<file path="src/rtl/id_hazard_issue_ctrl.sv">
// id_hazard_issue_ctrl
//   Producer side of the ID/EX pipeline register. It forwards the decoded
//   control bundle into ID/EX, or replaces it with a bubble. A bubble is
//   injected on a load-use hazard, while a taken-branch flush is in progress,
//   and while an external stall is held. The block also gates the PC and
//   IF/ID register writes.
//
//   Parameters
//     FLUSH_CYCLES : bubble cycles inserted after a taken branch (1..7)
//     BUBBLE_MEM   : MEM control value of a bubble
//
//   Ports
//     clk, reset            : clock; synchronous active-low reset
//     dec_*                 : current decode (valid, sources, control bundle)
//     EX_WReg1/EX_*_CTRL    : feedback from the instruction in EX
//     EX_branch_taken       : one-cycle pulse, branch resolved taken
//     ext_stall             : external hold request (level)
//     ID_EX/MEM/WB_CTRL     : control bundle to ID/EX
//     pc_write_en           : PC write enable
//     ifid_write_en         : IF/ID write enable
//     ifid_flush            : IF/ID clear to NOP
//     hazard_state          : RUN=0, FLUSH=1, HOLD=2
//
//   Optional (macro HAZARD_STATS_EN)
//     stall_count           : saturating count of cycles with pc_write_en=0
//     flush_count           : saturating count of cycles with ifid_flush=1
module id_hazard_issue_ctrl #(
  parameter int unsigned FLUSH_CYCLES = 2,
  parameter logic [3:0]  BUBBLE_MEM   = 4'hC
) (
  input  logic       clk,
  input  logic       reset,
  input  logic       dec_valid,
  input  logic [4:0] dec_rs1,
  input  logic [4:0] dec_rs2,
  input  logic       dec_rs1_used,
  input  logic       dec_rs2_used,
  input  logic [5:0] dec_EX_CTRL,
  input  logic [3:0] dec_MEM_CTRL,
  input  logic [2:0] dec_WB_CTRL,
  input  logic [4:0] EX_WReg1,
  input  logic [3:0] EX_MEM_CTRL,
  input  logic [2:0] EX_WB_CTRL,
  input  logic       EX_branch_taken,
  input  logic       ext_stall,
  output logic [5:0] ID_EX_CTRL,
  output logic [3:0] ID_MEM_CTRL,
  output logic [2:0] ID_WB_CTRL,
  output logic       pc_write_en,
  output logic       ifid_write_en,
  output logic       ifid_flush,
  output logic [1:0] hazard_state
`ifdef HAZARD_STATS_EN
  ,
  output logic [15:0] stall_count,
  output logic [15:0] flush_count
`endif
);

  typedef enum logic [1:0] {
    RUN   = 2'd0,
    FLUSH = 2'd1,
    HOLD  = 2'd2
  } state_t;

  // The counter holds the number of FLUSH-state cycles that remain. The
  // cycle that triggers the flush is itself the first bubble, so the counter
  // is loaded with FLUSH_CYCLES-1.
  localparam logic [2:0] RELOAD    = 3'(FLUSH_CYCLES - 1);
  localparam state_t     AFTER_BR  = (FLUSH_CYCLES > 1) ? FLUSH : RUN;

  state_t     state;
  logic [2:0] cnt;
  logic       flush_pending;
  logic       load_use;
  logic       bubble;

  always_comb begin
    load_use = dec_valid && EX_MEM_CTRL[0] && EX_WB_CTRL[0] &&
               (EX_WReg1 != 5'd0) &&
               ((dec_rs1_used && (dec_rs1 == EX_WReg1)) ||
                (dec_rs2_used && (dec_rs2 == EX_WReg1)));
  end

  always_comb begin
    bubble        = 1'b0;
    pc_write_en   = 1'b1;
    ifid_write_en = 1'b1;
    ifid_flush    = 1'b0;
    unique case (state)
      RUN: begin
        if (EX_branch_taken) begin
          bubble        = 1'b1;
          ifid_flush    = 1'b1;
          ifid_write_en = 1'b0;
        end else if (ext_stall || load_use) begin
          bubble        = 1'b1;
          pc_write_en   = 1'b0;
          ifid_write_en = 1'b0;
        end
      end
      FLUSH: begin
        bubble        = 1'b1;
        ifid_flush    = 1'b1;
        ifid_write_en = 1'b0;
      end
      HOLD: begin
        bubble        = 1'b1;
        ifid_write_en = 1'b0;
        // The exit cycle with a branch outstanding behaves like a flush
        // cycle: the wrong-path fetch in IF/ID is cleared and the PC redirects.
        if (!ext_stall && (flush_pending || EX_branch_taken)) begin
          ifid_flush = 1'b1;
        end else begin
          pc_write_en = 1'b0;
        end
      end
      default: begin
        bubble        = 1'b1;
        pc_write_en   = 1'b0;
        ifid_write_en = 1'b0;
      end
    endcase
  end

  always_comb begin
    ID_EX_CTRL   = bubble ? '0         : dec_EX_CTRL;
    ID_MEM_CTRL  = bubble ? BUBBLE_MEM : dec_MEM_CTRL;
    ID_WB_CTRL   = bubble ? '0         : dec_WB_CTRL;
    hazard_state = state;
  end

  always_ff @(posedge clk) begin
    if (!reset) begin
      state         <= RUN;
      cnt           <= '0;
      flush_pending <= 1'b0;
    end else begin
      unique case (state)
        RUN: begin
          if (EX_branch_taken) begin
            cnt   <= RELOAD;
            state <= AFTER_BR;
          end else if (ext_stall) begin
            state <= HOLD;
          end
        end
        FLUSH: begin
          if (EX_branch_taken) begin
            cnt <= RELOAD;
          end else if (cnt <= 3'd1) begin
            cnt   <= '0;
            state <= RUN;
          end else begin
            cnt <= cnt - 3'd1;
          end
        end
        HOLD: begin
          if (ext_stall) begin
            if (EX_branch_taken) flush_pending <= 1'b1;
          end else if (flush_pending || EX_branch_taken) begin
            flush_pending <= 1'b0;
            cnt           <= RELOAD;
            state         <= AFTER_BR;
          end else begin
            state <= RUN;
          end
        end
        default: state <= RUN;
      endcase
    end
  end

`ifdef HAZARD_STATS_EN
  always_ff @(posedge clk) begin
    if (!reset) begin
      stall_count <= '0;
      flush_count <= '0;
    end else begin
      if (!pc_write_en && (stall_count != '1)) stall_count <= stall_count + 16'd1;
      if (ifid_flush && (flush_count != '1))   flush_count <= flush_count + 16'd1;
    end
  end
`endif

endmodule

</file>
<file path="config.mk">
export PLATFORM = sky130hd
export DESIGN_NAME = id_hazard_issue_ctrl
export DESIGN_NICKNAME = d
export VERILOG_FILES = /design/src/rtl/id_hazard_issue_ctrl.sv
export SDC_FILE = /design/constraint.sdc
export NUM_CORES = 1
export LEC_CHECK = 0
export CAP_MARGIN = 0
export CORE_MARGIN = 5
export CORE_UTILIZATION = 34
export CTS_CLUSTER_DIAMETER = 50
export CTS_CLUSTER_SIZE = 20
export DETAILED_ROUTE_END_ITERATION = 8
export DONT_BUFFER_PORTS = 1
export PLACE_DENSITY_LB_ADDON = 0.08
export SLEW_MARGIN = 20
export SYNTH_ARGS = -nofsm -noshare
export SYNTH_HDL_FRONTEND = slang
export SYNTH_SLANG_ARGS = --single-unit
</file>
<file path="constraint.sdc">
create_clock -name clk -period 1.3 [get_ports clk]
set_clock_uncertainty 0.15 [all_clocks]
set_input_delay 0.13 -clock clk [delete_from_list [all_inputs] [get_ports clk]]
set_output_delay 0.13 -clock clk [all_outputs]
set_load 0.02 [all_outputs]
</file>
# Word-level counts from Yosys, hierarchy flattened
# Index checks and enable logic that the tools add are counted.
[op_classes]
n_reduce_logical = 18
muxes = 30
add_sub_neg = 1
n_lt_le_gt_ge = 1
eq_ne = 11
[op_table]
columns = ["cell", "n"]
rows = [
  ["$mux 3", 6],
  ["$mux 1", 13],
  ["$ne 2x2->1 const B", 6],
  ["$eq 5x5->1", 2],
  ["$mux 2", 5],
  ["$pmux 3 s3", 1],
  ["$reduce_and 4->1", 2],
  ["$logic_and 1x1->1", 7],
  ["$mux 6", 1],
  ["$pmux 1 s3", 2],
  ["$pmux 2 s3", 1],
  ["$reduce_bool 5->1", 1],
  ["$mux 4", 1],
  ["$le 3x1->1 const B", 1],
  ["$logic_or 1x1->1", 3],
  ["$ne 3x3->1 const B", 1],
  ["$reduce_and 3->1", 1],
  ["$reduce_bool 3->1", 1],
  ["$sub 3x1->3 const B", 1],
  ["$eq 2x1->1 const B", 1],
  ["$eq 2x2->1 const B", 1],
  ["$logic_not 2->1", 1],
  ["$reduce_bool 2->1", 1],
  ["$logic_not 1->1", 1],
]
[word_totals]
in_bits = 42
word_cells = 64
output_inout_bits = 18
regBits = 6

# Depth between registers and ports, before layout
[depth]
depth_word = 9
depth_mapped = 6
mapped_depth_nobuf = 6

# Worst setup path after synthesis
# OpenSTA, ideal clock, no wires.
[synth_timing]
path_type = "register to output"
startpoint = "reg state[1], in the netlist hazard_state[1]"
endpoint = "out ifid_write_en"
setup_slack_ns = -0.414
arrival_ns = 1.434
stages_incl_launch_ff = 4
n_path_buf = 1
cell_sequence = "dfxtp_1 -> buf_6 -> or3_1 -> a211oi_1"
[synth_between]
elab_chain_cells = 2
[synth_rtl]
columns = ["element", "line", "source"]
rows = [
  ["from (decl)", "72", "state_t state;"],
  ["from (signal assigned)", "135", "state <= RUN;"],
  ["from (signal assigned)", "143", "state <= AFTER_BR;"],
  ["from (signal assigned)", "145", "state <= HOLD;"],
  ["$logic_not 2->1", "90", "unique case (state)"],
  ["$mux 1", "90", ""],
  ["to (decl)", "50", "output logic ifid_write_en,"],
]
# Every way passes these cells.

# Worst setup path in the final report
[layout_timing]
startpoint = "reg state[1], in the netlist hazard_state[1]"
endpoint = "out pc_write_en"
[layout_between]
elab_chain_cells = 2
[layout_rtl]
columns = ["element", "line", "source"]
rows = [
  ["$eq 2x2->1 (tied with other cells)", "90", ""],
  ["$pmux 1 s3 *", "90", ""],
  ["to (decl)", "49", "output logic pc_write_en,"],
]
# Every way passes the cells marked *; elsewhere a longest branch is shown, timed or not.

==> flow_results.org <==
** Worst hold path
- The worst hold path terminates at hazard_state[0].
- Counting instances, the worst hold path has a depth of 3.
- Min-delay src :: EX_branch_taken
- Path class of the lowest-slack min-delay path :: primary input to flop

** STA
- Relative slew margins :: 74.56%
- Slew of the pin with the lowest slew margin :: 0.3812 ns
- Unrepaired setup endpoints after global routing :: true
- Of the available clock period, the critical path in the final layout requires 132.2%.
- Hold Slack :: 0.1091 ns
- Final worst path period need :: 1.719 ns
- Setup ws final :: -0.4187 ns
- Slew Viols, Final :: 0
- Final setup violation count :: 19
- TNS Setup :: -6.048 ns
- The total count of hold-check failures in the final report was 0.
- Achievable frequency :: 581.8 MHz

** Worst setup path
- The number of cells on the worst reg-to-reg path is 6.
- Slowest cell on crit path :: dfxtp_4
- Kind of capture point of the worst setup path :: output port
- Peak fanout along the critical path :: 5
- In this run the critical register-to-register path is launched from hazard_state[1].
- At the worst endpoint, the required time is 1.02 ns.
- By startpoint and endpoint, the worst setup path is classified as flop to output port.
- Grouping stages by cell kind, the critical path spends the most delay in flip-flops.
- Arrival time reported for the critical path endpoint :: 1.44 ns
- In this run the register-to-register setup slack is -0.15 ns.
- Walking the worst path, the cells encountered are mux2_4 -> o21ai_4 -> buf_4 -> a31oi_2 -> buf_4.
- The endpoint identified for the worst register-to-register timing path is cnt[2].
- Crit path launch type :: flop
- Critical path's most frequent cell :: buf_4
- The critical path contains buffers and inverters numbering 2 combined.
- Biggest cell delay along the critical path :: 0.37 ns

** Global routing
- First-pass GRT wire length :: 3194 µm
- The via count of the first global-routing pass was 789.
- Global routing consumed, over all layers together, 14.50% of the routing resources.
- Antenna violations before repair :: 0
- Congestion Overflow GR :: 0
- Maximum number of pins on one net before global-route repair :: 14

** Synth
- Flops & latches, synth :: 6
- In the synthesized netlist the dominant register cell turns out to be dfxtp_1.
- Number of nets produced by synthesis :: 136
- Cells taking the most area after synthesis :: dfxtp_1 (17%), xnor2_1 (13%), a21oi_1 (11%), nand3_1 (8.7%), ha_1 (3.6%)
- Warnings, synthesis :: 0
- Yosys mapped a number of flops with a built-in enable equal to 0.
- dfxtp_1 takes more of the synthesized area than any other cell.
- Mean instance size in the synthesized netlist :: 7.466 µm²
- Synth unique cells :: 33
- After synthesis, the largest area contributor takes up 17.49% of total cell area.
- After synthesis the cells add up to 686.9 µm².
- Synthesized netlist cell count :: 92
- Sequential elements use 17.49% of the synthesized area.
- In the synthesized netlist the async set-or-reset flop fraction comes to 0%.

** Clock network
- TritonCTS Sinks :: 6
- Maximum clock insertion buffer count :: 2
- CTS tree :: done
- Deepest level of the CTS H-tree :: 1
- Clock buffers created by TritonCTS :: 3
- For the worst-skew pair, the clock arrives at the later sink with an insertion delay of 0.26 ns.
- Root Driver :: clkbuf_4
- Clock transition at the registers of the reported paths :: 0.05 ns

** Finish
- Leaving out fill and tap cells, the most frequent cell in the layout is buf_4.
- Layout cell share with drive strength beyond 1 :: 47.83%
- Filler cell count in the final layout :: 193
- Cell Count, Final, Fillers Out :: 142
- Most used cells in the layout excluding fill and tap cells :: buf_4 (19), nand3_1 (12), a21oi_4 (11)
- # diodes :: 0
- Final layout net count :: 160
- Area growth from synthesis to final layout :: 60.11%

** Placed design
- Worst setup slack before clock tree synthesis :: -0.1794 ns
- Placer's final routability congestion estimate :: 0.7342
- Port buffering added 0 buffers.
- Counting tap cells, the placed design contains a total of 131 instances.
- Detail Placement HPWL :: 1651 µm

** Power and ir drop
- Largest voltage drop on the vdd net :: 0.0005423 V
- Areal power density over the cells :: 664.9 mW/mm²
- In this run the static leakage power is 0.3823 nW.

** Die
- In this run the standard cell core region covers 0.001942 mm².
- IO Pins :: 60
- The initialized floorplan defines 16 standard-cell rows.
- The die is 54.95 µm wide.
- Starting density of the core :: 35.37%
- The floorplan step set the die height to 54.95 µm.
- The die covers 0.003019 mm².

** Flow run
- Across the run, the number of max-cap violations was 0.

** Route
- In the final routed layout, each cell accounts on average for 14.25 µm.
- Total iterations of the first detailed-routing run :: 2
- In the routed design, unresolved DRC markers number 0.
- Vias/cell :: 5.338
- Vias :: 758
- Antenna viol nets, final :: 0
- The detailed router finished its first iteration with 9 violations.
- Sum of routed wire length over all layers :: 2024 µm

** Status
- The checks that failed: setup timing.
- Status :: finished with violations
[stage by stage]
stage	util, %	cell area (µm²)	total power, mW
floorplan	-	837.1	0.4292
global placement	50.45	979.7	0.4827
detailed placement	50.45	979.7	0.4884
CTS	55.09	1070	0.7257
global route	56.64	1100	0.7700
finish	56.64	1100	0.7313
[Yosys cell counts, types with 2 or more instances]
cell and count:
a211oi_1 2, nor3_1 2, ha_1 2, nor2_1 4, buf_2 4, o21ai_0 3, xnor2_1 10, dfxtp_1 6
a31oi_1 2, nand4_1 2, nand3_1 12, nand2_1 2, o21ai_1 2, a2111o_1 2, a21oi_1 15, inv_1 5
[worst max path at each step]
| stage | from | to | slack, ns | cells after the start |
|---|---|---|---|---|
| finish | hazard_state[1] | pc_write_en | -0.42 | 5 |
| floorplan | hazard_state[1] | pc_write_en | -0.25 | 6 |
| global placement | hazard_state[1] | pc_write_en | -0.15 | 6 |
| detailed placement | hazard_state[1] | pc_write_en | -0.18 | 6 |
| CTS | hazard_state[1] | pc_write_en | -0.44 | 6 |
| global route | hazard_state[1] | pc_write_en | -0.47 | 6 |
[kinds of logic (layout without fill, tap and decap cells)]
logic type,Yosys count,count (layout),synth area share [%]
DFF,6,6,17.49
buffers and inverters,13,36,9.471
and+or+nand+nor,27,27,21.68
xor gates and xnor gates,10,10,12.75
AOI/OAI and AO/OA,33,33,32.79
muxes,1,1,2.185
adders and majority gates,2,2,3.642
[where the power goes]
part	internal, mW	switching [mW]	total [mW]
sequential	0.194	0.00994	0.204
combinational	0.157	0.169	0.326
clock	0.117	0.0836	0.201
[registers in the layout, summed over array words and instances (netlist names)]
signal	flops
hazard_state	2
cnt	3
flush_pending	1
[timing repair]
item	4_1_cts	5_1_grt
hold buffers	3	0
cloned	0	1
gates resized for setup	8	4
pin swaps	3	3
endpoints found under the setup margin	20	20
buffers inserted	1	2
hold endpoints to repair	6	0
[layer usage]
metal  vias to the layer above  global-route usage (%)  wire (µm)
met5                         -                       0          0
met4                         0                   3.644         19
met3                         2                   6.702        208
met2                        34                   25.00        990
met1                       339                   16.05        805
li1                        383                       -          -
[worst register-to-register path, cell delays in order, from the launching register on]
cell     delay [ns]
dfxtp_4        0.37
mux2_4         0.31
o21ai_4        0.15
buf_4          0.12
buf_4          0.10
o21ai_1        0.06
a21oi_1        0.12
[layout make-up]
type                    instances  area (µm²)  area share [%]
inverters                       6       22.52           2.048
multi-input cells              73       663.1           60.30
flip-flops and latches          6       127.6           11.60
repair buffers                 26       226.5           20.59
well taps                      27       33.78           3.072
clock buffers                   4       26.28           2.389
Note: power is estimated with default switching activity, not from simulation.
